## src/rtl/shift_reg_univ.sv

```systemverilog
// shift_reg_univ: WIDTH-bit universal register. It supports hold, shift left,
// shift right, parallel load, clear and (optionally) rotate. A shift counter
// produces a one-cycle word_done pulse once every WIDTH shift/rotate ops.
//
// Build option:
//   SHIFT_REG_UNIV_ROTATE_EN - when defined, modes 101/110 rotate left/right.
//                              When undefined, they behave as hold and no
//                              rotate logic is built.
//
// Ports:
//   clk          rising-edge clock
//   rst          synchronous active-high reset (overrides en and mode)
//   en           clock enable; 0 freezes q and shift_cnt
//   mode         3-bit operation select
//   d            parallel load data
//   ser_in_lsb   bit entering q[0] on shift left
//   ser_in_msb   bit entering q[WIDTH-1] on shift right
//   q / q_c      register contents and its bitwise complement
//   ser_out_msb  q[WIDTH-1]
//   ser_out_lsb  q[0]
//   shift_cnt    shift/rotate ops since the last load/clear/wrap
//   word_done    one-cycle pulse after the WIDTH-th consecutive shift
module shift_reg_univ #(
  parameter int                WIDTH       = 8,
  parameter logic [WIDTH-1:0]  RESET_VALUE = '0,
  localparam int               CW          = (WIDTH > 2) ? $clog2(WIDTH) : 1
) (
  input  logic             clk,
  input  logic             rst,
  input  logic             en,
  input  logic [2:0]       mode,
  input  logic [WIDTH-1:0] d,
  input  logic             ser_in_lsb,
  input  logic             ser_in_msb,
  output logic [WIDTH-1:0] q,
  output logic [WIDTH-1:0] q_c,
  output logic             ser_out_msb,
  output logic             ser_out_lsb,
  output logic [CW-1:0]    shift_cnt,
  output logic             word_done
);

  localparam logic [2:0] MODE_HOLD  = 3'b000;
  localparam logic [2:0] MODE_SHL   = 3'b001;
  localparam logic [2:0] MODE_SHR   = 3'b010;
  localparam logic [2:0] MODE_LOAD  = 3'b011;
  localparam logic [2:0] MODE_CLR   = 3'b100;
  localparam logic [2:0] MODE_ROTL  = 3'b101;
  localparam logic [2:0] MODE_ROTR  = 3'b110;

  localparam logic [CW-1:0] CNT_LAST = CW'(WIDTH - 1);

  logic [WIDTH-1:0] data_q, data_d;
  logic [CW-1:0]    cnt_q, cnt_d;
  logic             done_q, done_d;
  logic             shift_op;

  always_comb begin
    data_d   = data_q;
    cnt_d    = cnt_q;
    done_d   = 1'b0;
    shift_op = 1'b0;
    if (en) begin
      case (mode)
        MODE_HOLD: ;
        MODE_SHL: begin
          data_d   = {data_q[WIDTH-2:0], ser_in_lsb};
          shift_op = 1'b1;
        end
        MODE_SHR: begin
          data_d   = {ser_in_msb, data_q[WIDTH-1:1]};
          shift_op = 1'b1;
        end
        MODE_LOAD: begin
          data_d = d;
          cnt_d  = '0;
        end
        MODE_CLR: begin
          data_d = RESET_VALUE;
          cnt_d  = '0;
        end
`ifdef SHIFT_REG_UNIV_ROTATE_EN
        MODE_ROTL: begin
          data_d   = {data_q[WIDTH-2:0], data_q[WIDTH-1]};
          shift_op = 1'b1;
        end
        MODE_ROTR: begin
          data_d   = {data_q[0], data_q[WIDTH-1:1]};
          shift_op = 1'b1;
        end
`endif
        // Reserved code (and rotate codes when rotate is not built) hold.
        default: ;
      endcase
    end
    // The counter tracks operations, not direction; it wraps at WIDTH-1
    // even when WIDTH is not a power of two.
    if (shift_op) begin
      if (cnt_q == CNT_LAST) begin
        cnt_d  = '0;
        done_d = 1'b1;
      end else begin
        cnt_d = cnt_q + CW'(1);
      end
    end
  end

  always_ff @(posedge clk) begin
    if (rst) begin
      data_q <= RESET_VALUE;
      cnt_q  <= '0;
      done_q <= 1'b0;
    end else begin
      data_q <= data_d;
      cnt_q  <= cnt_d;
      done_q <= done_d;
    end
  end

  assign q           = data_q;
  assign q_c         = ~data_q;
  assign ser_out_msb = data_q[WIDTH-1];
  assign ser_out_lsb = data_q[0];
  assign shift_cnt   = cnt_q;
  assign word_done   = done_q;

endmodule
```

## config.mk

```make
export PLATFORM = sky130hd
export DESIGN_NAME = shift_reg_univ
export DESIGN_NICKNAME = d
export VERILOG_FILES = /design/src/rtl/shift_reg_univ.sv
export SDC_FILE = /design/constraint.sdc
export NUM_CORES = 1
export LEC_CHECK = 0
export CAP_MARGIN = 20
export CORE_UTILIZATION = 41
export CTS_CLUSTER_DIAMETER = 60
export CTS_CLUSTER_SIZE = 12
export DETAILED_ROUTE_END_ITERATION = 8
export PLACE_DENSITY = 0.82
export SLEW_MARGIN = 10
export SYNTH_ARGS = -nofsm -noshare
export SYNTH_HDL_FRONTEND = slang
export SYNTH_SLANG_ARGS = --single-unit
```

## constraint.sdc

```tcl
create_clock -name clk -period 1.7 [get_ports clk]
set_input_delay 0.255 -clock clk [delete_from_list [all_inputs] [get_ports clk]]
set_output_delay 0.255 -clock clk [all_outputs]
set_load 0.005 [all_outputs]
```

==> run metrics <==
run status=completed; share of cells above drive strength 1=approximately 24%; final-report hold violation count=0; cell accounting for the most synthesized area=dfxtp_1; unrepaired setup endpoints after global routing=no; kind of launch point of the worst setup path=input pin; upper clock frequency limit=610.1 MHz; starting utilization of the core area=roughly 44%; last element of the critical path=q[0]$_SDFFE_PP0P_; latest clock arrival within the worst-skew pair=~0.28 ns; Max-Slew Margin vs Limit=78.66%; largest net degree at the start of global routing=17; Mean Syn Cell Area=~9 um^2; sequential fraction of the synthesis area=27.43%; sequential cell area=240.2 um^2; utilization of the core after routing=~67%; total area of multi-input combinational cells=519.2 um^2; Synth Net Count=113; leading cell type by number of instances after synthesis=dfxtp_1; leading cell types by total area after synthesis=dfxtp_1 (27%), a221oi_2 (14%), or4b_2 (9.1%); critical path arrival=1.81 ns; first-pass iteration count of the detailed router=4; Post-Place Setup Slack=-0.2647 ns; first-pass GRT wire length=approximately 3500 um; number of global-route vias before repair=~750; drt drc=0; Min Clock Period, post-route=~1.6 ns; clk buf depth=2; H-tree depth reported by CTS=1; post-layout worst setup margin=between 0.06 and 0.07 ns; Routed Antenna Nets=0; number of buffers created by CTS=3; post-synthesis register bit count=12; type of element capturing the critical path=register; Synth warnings=0; synthesized instance count=between 90 and 100; Synth cell types=28; Die Ht=approximately 48 um; cell family contributing the most delay on the critical path=buffers and inverters; via density per instance=between 5 and 6; number of flops mapped to enable cells by yosys=0; worst clock skew=around 0.006 ns; number of antenna violations at the first check in global routing=0; crit-path max cell delay=~0.64 ns; total of fill cells in the finished design=between 150 and 200; TritonCTS clock tree=yes; clock-pin transition on the worst setup and hold timing paths=0.09 ns; layer with the highest usage after global routing=met2; number of buffers inserted by hold repair at cts=0; largest driver fanout on the critical path=8; total routing usage reported by global routing=about a fifth; worst setup slack for register-to-register paths=approximately 0.33 ns; count of placed standard cells in the final layout, fillers left out=~160; Worst Path Buf+Inv=2; number of gates on the worst path with buffers counted=5; Overflow after GRT=0; class of the most critical setup path=in -> reg; Crit-path slowest cell=or4b_2; Netlist Area Pre-Place=875.8 um^2; Cell Pwr Density=about 620 nW/um^2; row count=16; Synth top cells by count=dfxtp_1 (12), inv_1 (9); Ports=38; WP data required=1.87 ns; final HPWL from detailed placement=around 1600 um; Max Transition Viols Final=0; Clock Sink Count=12; leakage power summed over all cells=~0.00050 uW; launch point of the critical path=mode[0]; actual slew at the worst max-slew pin=between 0.3 and 0.4 ns; die area=about 2300 um^2; number of nets at the end of the flow=approximately 150; Die W=slightly below 50 um; number of endpoints failing setup at the final stage=0; launch instance of the worst register-to-register path=q[1]$_SDFFE_PP0P_; global routing met3 resource utilization=under 10%; routed wire length=between 2000 and 2500 um; most used flip-flop cell after synthesis=dfxtp_1; antenna diode count=0; top-area cell type share of the netlist area=between 20% and 30%; number of design-rule violations left by the first detailed-router iteration=8; Syn-to-layout area delta=51.86%; number of cell instances on the worst register-to-register path=3; count of input and output buffers=37; met2 Resource Use GR=about a third; detail-routed net length per standard cell=about 14 um; Root Driver=clkbuf_4; peak ir drop on the vdd network=around 370 uV; maximum capacitance violations=0; Worst Hold Class=reg -> reg; final weighted congestion of routability-driven global placement=between 0.7 and 0.8; final cycle utilization of the critical path=approximately 96%; worst reg2reg endpoint=q[0]$_SDFFE_PP0P_; Vias=898; total power after layout=821.5 uW; CORE AREA=1982 um^2; Async S/R FF share, synth=0%; count of placed standard cells including taps=roughly 160; met1 global-route usage=30.80%; sequence of cells on the critical path=clkdlybuf4s50_1, buf_4, or4b_2, o211ai_1, a221oi_2
-- kinds of logic (layout without fill, tap and decap cells) --
family	count (synthesis)	after routing	synth area share [%]
flops	12	12	27.43
simple gates	27	27	23.14
buf+inv	22	62	13.28
fa+ha+maj	2	2	2.857
xor+xnor	1	1	1.000
compound gates	31	31	32.29
-- worst register-to-register path: stages (launching register included) --
cell      delay, ns
dfxtp_1        0.35
or4b_2         0.68
o211ai_1       0.14
a221oi_2       0.09
-- how the worst min path moves through the flow --
stage                               from                         to  slack, ns  cells past startpoint
6_report       shift_cnt[2]$_SDFFE_PP0P_  shift_cnt[2]$_SDFFE_PP0P_       0.51                      2
5_1_grt        shift_cnt[2]$_SDFFE_PP0P_  shift_cnt[2]$_SDFFE_PP0P_       0.54                      2
4_1_cts        shift_cnt[2]$_SDFFE_PP0P_  shift_cnt[2]$_SDFFE_PP0P_       0.50                      2
3_5_place_dp   shift_cnt[2]$_SDFFE_PP0P_  shift_cnt[2]$_SDFFE_PP0P_       0.49                      2
3_3_place_gp   shift_cnt[1]$_SDFFE_PP0P_  shift_cnt[1]$_SDFFE_PP0P_       0.48                      2
2_1_floorplan                        rst          q[7]$_SDFFE_PP0P_       0.32                      1
-- placed cells by master, fill, tap and decap left out --
| master | Yosys | final |
|---|---|---|
| clkdlybuf4s50_1 | 0 | 36 |
| dfxtp_1 | 12 | 12 |
| buf_4 | 2 | 11 |
| inv_1 | 9 | 9 |
| a31oi_1 | 8 | 8 |
| and2_1 | 8 | 8 |
| or4b_2 | 8 | 8 |
| o211ai_1 | 8 | 8 |
| a221oi_2 | 8 | 8 |
| o31ai_1 | 3 | 3 |
| a21oi_1 | 3 | 3 |
| clkbuf_4 | 0 | 3 |
| nand3_1 | 2 | 2 |
| ha_1 | 2 | 2 |
| nor2b_1 | 1 | 1 |
| xor2_1 | 1 | 1 |
| nor3_1 | 1 | 1 |
| o21a_4 | 1 | 1 |
| and4b_1 | 1 | 1 |
| or3_1 | 1 | 1 |
| or3b_1 | 1 | 1 |
| or2b_1 | 1 | 1 |
| nand2b_1 | 1 | 1 |
| nand4b_1 | 1 | 1 |
| nor2_1 | 1 | 1 |
| clkbuf_8 | 0 | 1 |
| dlymetal6s2s_1 | 0 | 1 |
| buf_6 | 3 | 1 |
-- routing by layer --
metal | share of wire, % | vias up
met3 | 3.2 | 2
met1 | 48 | 427
met2 | 48 | 28
li1 | - | 441
met4 | 0.77 | 0
met5 | 0 | -
-- stage by stage --
step	setup TNS [ns]	hold slack, ns	area, um^2
floorplan	0	0.3212	875.8
global placement	-1.552	0.4833	1287
detailed placement	-1.892	0.4898	1287
CTS	0	0.5026	1324
global route	0	0.5369	1330
finish	0	0.5067	1330
-- where the power goes --
| part | internal, uW | switching, uW | leakage, uW | total [uW] |
|---|---|---|---|---|
| sequential | 299 | 16.8 | 0.0000984 | 315 |
| clock | 130 | 110 | 0.0000210 | 240 |
| combinational | 159 | 107 | 0.000380 | 266 |
| total | 588 | 233 | 0.000500 | 821 |
-- final cells by class --
type	count	share of cell area, %
Multi-Input combinational cell	61	39.04
Inverter	9	2.540
Sequential cell	12	18.06
Tap cell	27	2.540
Timing Repair Buffer	49	35.09
Clock buffer	4	2.728
-- state kept, by name (all words and copies together) (netlist names) --
register,cells
shift_cnt,3
word_done,1
q,8
-- what timing repair did --
item                       CTS  global route
setup endpoints to repair    0             4
resized for setup            0             2
buffers inserted             0             0
Note: power is estimated with default switching activity, not from simulation.
